[src/rtl/unum4_div_frac.sv]
// Fraction divider for unpacked unum operands: restoring shift/subtract core plus
// a sequencing FSM that handles special operands, normalizes the quotient and holds the result.

module unum4_div_subshift #(
  parameter int DATA_W = 50
) (
  input  logic              clk,
  input  logic              rst,
  input  logic              en,
  input  logic              sign,
  input  logic [DATA_W-1:0] dividend,
  input  logic [DATA_W-1:0] divisor,
  output logic              done,
  output logic [DATA_W-1:0] q,
  output logic [DATA_W-1:0] r
);
  localparam int CNT_W = $clog2(DATA_W + 1);

  logic              busy_q, busy_d;
  logic [CNT_W-1:0]  cnt_q, cnt_d;
  logic [DATA_W-1:0] quo_q, quo_d;
  logic [DATA_W-1:0] rem_q, rem_d;
  logic              neg_quo_q, neg_quo_d;
  logic              neg_rem_q, neg_rem_d;
  logic [DATA_W-1:0] dvd_mag, dvs_mag;
  logic [DATA_W:0]   rem_sh, diff;

  always_comb begin
    dvd_mag   = (sign && dividend[DATA_W-1]) ? -dividend : dividend;
    dvs_mag   = (sign && divisor[DATA_W-1]) ? -divisor : divisor;
    rem_sh    = {rem_q, quo_q[DATA_W-1]};
    diff      = rem_sh - {1'b0, dvs_mag};
    busy_d    = busy_q;
    cnt_d     = cnt_q;
    quo_d     = quo_q;
    rem_d     = rem_q;
    neg_quo_d = neg_quo_q;
    neg_rem_d = neg_rem_q;
    if (!en) begin
      busy_d = 1'b0;
      cnt_d  = '0;
    end else if (!busy_q) begin
      busy_d    = 1'b1;
      cnt_d     = CNT_W'(DATA_W);
      quo_d     = dvd_mag;
      rem_d     = '0;
      neg_quo_d = sign & (dividend[DATA_W-1] ^ divisor[DATA_W-1]);
      neg_rem_d = sign & dividend[DATA_W-1];
    end else if (cnt_q != '0) begin
      // One quotient bit per cycle; a borrow means the trial subtraction is rejected.
      cnt_d = cnt_q - 1'b1;
      quo_d = {quo_q[DATA_W-2:0], ~diff[DATA_W]};
      rem_d = diff[DATA_W] ? rem_sh[DATA_W-1:0] : diff[DATA_W-1:0];
    end
  end

  always_ff @(posedge clk) begin
    if (rst) begin
      busy_q    <= 1'b0;
      cnt_q     <= '0;
      quo_q     <= '0;
      rem_q     <= '0;
      neg_quo_q <= 1'b0;
      neg_rem_q <= 1'b0;
    end else begin
      busy_q    <= busy_d;
      cnt_q     <= cnt_d;
      quo_q     <= quo_d;
      rem_q     <= rem_d;
      neg_quo_q <= neg_quo_d;
      neg_rem_q <= neg_rem_d;
    end
  end

  assign done = busy_q && (cnt_q == '0);
  assign q    = neg_quo_q ? -quo_q : quo_q;
  assign r    = neg_rem_q ? -rem_q : rem_q;
endmodule

// state | meaning
// IDLE  | ready for operands
// RUN   | divider enabled, waiting for done
// NORM  | normalize captured quotient, form exponent and sticky
// OUT   | result presented until out_ready
module unum4_div_frac #(
  parameter int EXP_W = 12,
  parameter int MAN_W = 24
) (
  input  logic             clk,
  input  logic             rst,
  input  logic             in_valid,
  output logic             in_ready,
  input  logic             a_sign,
  input  logic             b_sign,
  input  logic [EXP_W-1:0] a_exp,
  input  logic [EXP_W-1:0] b_exp,
  input  logic [MAN_W-1:0] a_man,
  input  logic [MAN_W-1:0] b_man,
  input  logic             a_zero,
  input  logic             b_zero,
  input  logic             a_nar,
  input  logic             b_nar,
  output logic             out_valid,
  input  logic             out_ready,
  output logic             res_sign,
  output logic [EXP_W:0]   res_exp,
  output logic [MAN_W-1:0] res_man,
  output logic             res_sticky,
  output logic             res_zero,
  output logic             res_nar
);
  localparam int DW = 2 * MAN_W + 2;

  typedef enum logic [1:0] {IDLE, RUN, NORM, OUT} state_t;

  state_t           state_q, state_d;
  logic [EXP_W-1:0] a_exp_q, a_exp_d, b_exp_q, b_exp_d;
  logic [MAN_W-1:0] a_man_q, a_man_d, b_man_q, b_man_d;
  logic [MAN_W:0]   quo_q, quo_d;
  logic             rem_nz_q, rem_nz_d;
  logic             res_sign_q, res_sign_d;
  logic [EXP_W:0]   res_exp_q, res_exp_d;
  logic [MAN_W-1:0] res_man_q, res_man_d;
  logic             res_sticky_q, res_sticky_d;
  logic             res_zero_q, res_zero_d;
  logic             res_nar_q, res_nar_d;
  logic [EXP_W:0]   exp_diff;
  logic             div_en, div_done;
  logic [DW-1:0]    div_q, div_r;
  logic             unused_div_q;

  assign div_en       = (state_q == RUN);
  assign unused_div_q = ^div_q[DW-1:MAN_W+1];

  unum4_div_subshift #(.DATA_W(DW)) u_div (
    .clk      (clk),
    .rst      (rst),
    .en       (div_en),
    .sign     (1'b0),
    .dividend ({2'b00, a_man_q, {MAN_W{1'b0}}}),
    .divisor  ({{(MAN_W+2){1'b0}}, b_man_q}),
    .done     (div_done),
    .q        (div_q),
    .r        (div_r)
  );

  always_comb begin
    exp_diff     = {a_exp_q[EXP_W-1], a_exp_q} - {b_exp_q[EXP_W-1], b_exp_q};
    state_d      = state_q;
    a_exp_d      = a_exp_q;
    b_exp_d      = b_exp_q;
    a_man_d      = a_man_q;
    b_man_d      = b_man_q;
    quo_d        = quo_q;
    rem_nz_d     = rem_nz_q;
    res_sign_d   = res_sign_q;
    res_exp_d    = res_exp_q;
    res_man_d    = res_man_q;
    res_sticky_d = res_sticky_q;
    res_zero_d   = res_zero_q;
    res_nar_d    = res_nar_q;
    case (state_q)
      IDLE: if (in_valid) begin
        a_exp_d    = a_exp;
        b_exp_d    = b_exp;
        a_man_d    = a_man;
        b_man_d    = b_man;
        res_sign_d = a_sign ^ b_sign;
        if (a_nar || b_nar || b_zero || a_zero) begin
          res_nar_d    = a_nar || b_nar || b_zero;
          res_zero_d   = !(a_nar || b_nar || b_zero);
          res_man_d    = '0;
          res_exp_d    = '0;
          res_sticky_d = 1'b0;
          state_d      = OUT;
        end else begin
          state_d = RUN;
        end
      end
      RUN: if (div_done) begin
        quo_d    = div_q[MAN_W:0];
        rem_nz_d = |div_r;
        state_d  = NORM;
      end
      NORM: begin
        res_zero_d = 1'b0;
        res_nar_d  = 1'b0;
        if (quo_q[MAN_W]) begin
          res_man_d    = quo_q[MAN_W:1];
          res_exp_d    = exp_diff;
          res_sticky_d = quo_q[0] | rem_nz_q;
        end else begin
          res_man_d    = quo_q[MAN_W-1:0];
          res_exp_d    = exp_diff - 1'b1;
          res_sticky_d = rem_nz_q;
        end
        state_d = OUT;
      end
      OUT: if (out_ready) state_d = IDLE;
      default: state_d = IDLE;
    endcase
  end

  always_ff @(posedge clk) begin
    if (rst) begin
      state_q      <= IDLE;
      a_exp_q      <= '0;
      b_exp_q      <= '0;
      a_man_q      <= '0;
      b_man_q      <= '0;
      quo_q        <= '0;
      rem_nz_q     <= 1'b0;
      res_sign_q   <= 1'b0;
      res_exp_q    <= '0;
      res_man_q    <= '0;
      res_sticky_q <= 1'b0;
      res_zero_q   <= 1'b0;
      res_nar_q    <= 1'b0;
    end else begin
      state_q      <= state_d;
      a_exp_q      <= a_exp_d;
      b_exp_q      <= b_exp_d;
      a_man_q      <= a_man_d;
      b_man_q      <= b_man_d;
      quo_q        <= quo_d;
      rem_nz_q     <= rem_nz_d;
      res_sign_q   <= res_sign_d;
      res_exp_q    <= res_exp_d;
      res_man_q    <= res_man_d;
      res_sticky_q <= res_sticky_d;
      res_zero_q   <= res_zero_d;
      res_nar_q    <= res_nar_d;
    end
  end

  assign in_ready   = (state_q == IDLE);
  assign out_valid  = (state_q == OUT);
  assign res_sign   = res_sign_q;
  assign res_exp    = res_exp_q;
  assign res_man    = res_man_q;
  assign res_sticky = res_sticky_q;
  assign res_zero   = res_zero_q;
  assign res_nar    = res_nar_q;
endmodule

[config.mk]
export PLATFORM = sky130hd
export DESIGN_NAME = unum4_div_frac
export DESIGN_NICKNAME = d
export VERILOG_FILES = /design/src/rtl/unum4_div_frac.sv
export SDC_FILE = /design/constraint.sdc
export NUM_CORES = 1
export LEC_CHECK = 0
export ABC_AREA = 1
export CORE_MARGIN = 2
export CORE_UTILIZATION = 55
export CTS_BUF_LIST = sky130_fd_sc_hd__clkbuf_4
export CTS_CLUSTER_SIZE = 16
export DETAILED_ROUTE_END_ITERATION = 16
export MAX_ROUTING_LAYER = met4
export PLACE_DENSITY = 0.74
export SYNTH_ARGS = -nofsm -noshare
export SYNTH_HDL_FRONTEND = slang
export SYNTH_HIERARCHICAL = 1
export SYNTH_SLANG_ARGS = --single-unit
[constraint.sdc]
create_clock -name clk -period 3.5 [get_ports clk]
set_input_delay 0.35 -clock clk [delete_from_list [all_inputs] [get_ports clk]]
set_output_delay 0.35 -clock clk [all_outputs]
set_load 0.03 [all_outputs]
==> results.txt <==
----------------------------------------------------
[Logic synthesis]
  Gate count of the mapped netlist ... 3497
  Mean area per synthesized cell ... ~5.9 µm²
  Synth warnings ... 6
  Summed instance area of the synthesized netlist ... around 21000 µm²

[Power and ir drop]
  Worst supply voltage drop on vdd ... roughly 0.37 mV
  Power per cell area ... 566 nW/µm²
  Leak Pwr ... around 12 nW
  Share of total power in sequential cells ... 27.9%
  Share of total power in the clock network ... roughly a fifth
  Switching power of the nets ... about 0.0064 W
  Gate power share ... roughly 52%
  Internal power consumption ... between 0.007 and 0.008 W
  Proportion of total power due to net switching ... between 40% and 50%

[GRT]
  Wire length of the first global-routing pass ... about 110 mm
  Via count of the first global-routing pass ... roughly 21000
  Met2 track utilization from global routing ... a little under three fifths
  Global route hottest layer ... met2
  Overall routing resource usage ... a little over a third
  Overall overflow remaining after global route ... 0
  Maximum number of pins on one net before global-route repair ... 85
  Met1 usage ... about 45%
  GR met3 Demand/Resource ... under 10%
  Antenna violations before repair ... 1

[Placement]
  Count of buffers from port buffering ... 124
  Routability-driven placement congestion ratio ... 1.02
  DP HPWL ... 54.2 mm
  Setup WS pre-CTS ... 0.309 ns
  Number of instances in the placed design ... ~4200

[Critical path]
  Buffer and inverter count on the worst path ... 3
  Max stage delay on crit path ... around 0.35 ns
  Signal arrival time at the worst endpoint ... around 3.8 ns
  Setup slack, reg-to-reg ... between 0.2 and 0.3 ns
  Worst R2R Start ... u_div/rem_q[0]
  Worst-path maximum fanout ... 5
  CP Data Required Time ... 4.03 ns
  CP most frequent cell ... sky130_fd_sc_hd__inv_1
  Critical-path top delay cell ... sky130_fd_sc_hd__dfxtp_1
  Critical path cell sequence ... inv_1 -> ha_1 -> inv_1 -> nor3_4 -> inv_1 -> nor2_2 -> nand3_2 -> nand2_2 -> o21ai_2 -> a21oi_2 -> nand2_2 -> a21oi_2 -> nand2_1 -> xor2_1 -> nor4_1 -> nand4_1 -> nor3_1 -> a41oi_1
  Crit Path Category ... reg2reg
  Critical path capture point type ... flip-flop
  Cell family with most CP delay ... simple AND/OR/NAND/NOR gates
  Startpoint kind of the worst setup timing path ... flip-flop
  Critical path startpoint ... u_div/rem_q[0]

[Route]
  WL per Instance ... 16.0 µm
  Initial DRC Count ... 1948
  Vias after detailed routing ... roughly 23000
  Number of remaining DRC errors ... 0
  Number of nets still failing antenna checks after routing ... 0
  Number of vias per cell ... around 5.3
  Number of search-and-repair iterations in the first detailed-routing pass ... 6
  Final WL ... just under 70 mm

[Floorplanning]
  Floorplan die width ... about 200 µm
  Die outline height ... between 150 and 200 µm
  Number of top-level pins ... between 100 and 150
  Floorplan Core Area ... 37400 µm²
  Die area ... 39400 µm²
  Initial Util ... between 50% and 60%
  Standard-cell row count ... 71

[STA]
  Worst Skew ... ~0.040 ns
  Final worst-path cycle share ... between 90% and 100%
  Final-report max-slew violation count ... 0
  Total negative slack for setup checks ... 0 ns
  Highest clock frequency the design can meet ... between 300 and 400 MHz
  Transition at the pin with the smallest max-transition slack ... about 1.3 ns
  Setup violation total in the final timing report ... 0
  Hold Violations, Final ... 0
  RSZ-0062 raised after global routing ... no
  Normalized max-slew margin ... ~15%
  Shortest clock period the worst path allows after layout ... around 3.2 ns
  Least setup slack across all paths after layout ... between 0.2 and 0.3 ns

[Clock tree]
  Count of H-tree levels built during CTS ... 3
  Clock latency at the later pin of the worst-skew pair ... about 0.70 ns
  Clk slew on worst S/H paths ... 0.07 ns
  CTS Buffer Depth ... 3
  Count of clock tree sinks ... 250
  Number of CTS-inserted buffers ... 70
  TritonCTS clock tree ... built
  Post-CTS setup buffer count ... 0
  Clk root buf ... sky130_fd_sc_hd__clkbuf_4

[Cells and area]
  Fraction of final layout cells with drive strength greater than 1 ... around 6.6%
  Number of nets in the finished design ... between 3000 and 4000
  Signed area change from the synthesized netlist to the final layout ... 15.1%
  Post-route non-filler standard cell count ... about 4300

[Run]
  Number of max-cap violations ... 0

[Run status]
  Outcome ... finished clean

[Hold path]
  Hold path startpoint ... b_man[2]
  Min-Delay Path Class ... in2reg

----------------------------------------------------
==> cell usage in the layout, fill, tap and decap left out, types with 6 or more instances in the layout <==
| cell | count |
|---|---|
| sky130_fd_sc_hd__clkdlybuf4s50_1 | 123 |
| sky130_fd_sc_hd__nand4_1 | 56 |
| sky130_fd_sc_hd__nor2_2 | 18 |
| sky130_fd_sc_hd__a21oi_2 | 7 |
| sky130_fd_sc_hd__nor2_4 | 6 |
| sky130_fd_sc_hd__buf_4 | 38 |
| sky130_fd_sc_hd__nand3_2 | 16 |
| sky130_fd_sc_hd__inv_2 | 13 |
| sky130_fd_sc_hd__o21bai_1 | 11 |
| sky130_fd_sc_hd__or2_2 | 6 |
| sky130_fd_sc_hd__conb_1 | 171 |
| sky130_fd_sc_hd__nor3_1 | 43 |
| sky130_fd_sc_hd__nor2_1 | 413 |
| sky130_fd_sc_hd__a21oi_1 | 280 |
| sky130_fd_sc_hd__o211ai_1 | 38 |
| sky130_fd_sc_hd__nand3_1 | 223 |
| sky130_fd_sc_hd__xnor2_1 | 54 |
| sky130_fd_sc_hd__o31ai_1 | 7 |
| sky130_fd_sc_hd__nand2_2 | 26 |
| sky130_fd_sc_hd__dfxtp_1 | 249 |
| sky130_fd_sc_hd__xor2_1 | 110 |
| sky130_fd_sc_hd__clkbuf_4 | 99 |
| sky130_fd_sc_hd__o21ai_0 | 202 |
| sky130_fd_sc_hd__ha_1 | 73 |
| sky130_fd_sc_hd__clkinv_1 | 18 |
| sky130_fd_sc_hd__nand3b_1 | 25 |
| sky130_fd_sc_hd__inv_1 | 499 |
| sky130_fd_sc_hd__nor4_1 | 22 |
| sky130_fd_sc_hd__nand2_1 | 923 |
==> worst min-delay path, cell delays in order <==
cell,delay (ns)
sky130_fd_sc_hd__clkdlybuf4s50_1,0.39
sky130_fd_sc_hd__o21ai_0,0.16
sky130_fd_sc_hd__nor2_1,0.04
==> area by class of cell <==
cell class / count / area [µm²]
diodes: 3 / 7.51
clock buffers: 99 / 743
clock inverters: 23 / 141
fillers: 3614 / 13500
inverters: 512 / 1920
multi-input cells: 2776 / 13900
flip-flops and latches: 250 / 5010
well taps: 511 / 639
repair buffers: 164 / 1570
==> power by group through the flow <==
stage          Combinational, W  Sequential [W]  Clock [W]
6_report                0.00705         0.00377    0.00273
5_1_grt                 0.00789         0.00383    0.00294
4_1_cts                 0.00690         0.00377    0.00278
3_5_place_dp            0.00686         0.00383          0
3_3_place_gp            0.00672         0.00380          0
2_1_floorplan           0.00515         0.00380          0
==> metal layers <==
layer / up-vias / share of wire [%] / wire length (µm)
li1: 11600 / - / -
met1: 10400 / 44 / 30700
met2: 805 / 44 / 30500
met3: 143 / 8.3 / 5720
met4: 0 / 3.2 / 2250
met5: - / 0 / 0
==> what timing repair did <==
item                       in CTS  in global routing
hold buffers                    1                  0
gates resized for setup         0                  2
hold endpoints to repair        3                  0
setup endpoints to repair       0                  1
==> sequential cells by signal, summed over array words and instances (netlist names), 2 cells and up <==
name         flops
u_div/cnt_q      6
a_man_q         24
state_q          2
b_exp_q         12
res_man         24
u_div/quo_q     50
b_man_q         24
a_exp_q         12
quo_q           25
res_exp         13
u_div/rem_q     50
==> worst paths after layout <==
kind,end,cells after the start
min,b_man_q[2],3
max,rem_nz_q,18
min reg2reg,b_exp_q[3],2
max reg2reg,rem_nz_q,18
==> through the flow <==
stage                     utilization, %  cell area, µm²  total power [W]  hold slack [ns]
final                               64.0           23900           0.0136            0.283
after global placement              61.5           23000           0.0105            0.443
after detailed placement            61.5           23000           0.0107            0.455
after floorplan                        -           21400          0.00895            0.433
after global routing                64.0           23900           0.0147            0.262
after CTS                           63.9           23900           0.0134            0.246
(Power assumes the default switching activity.)
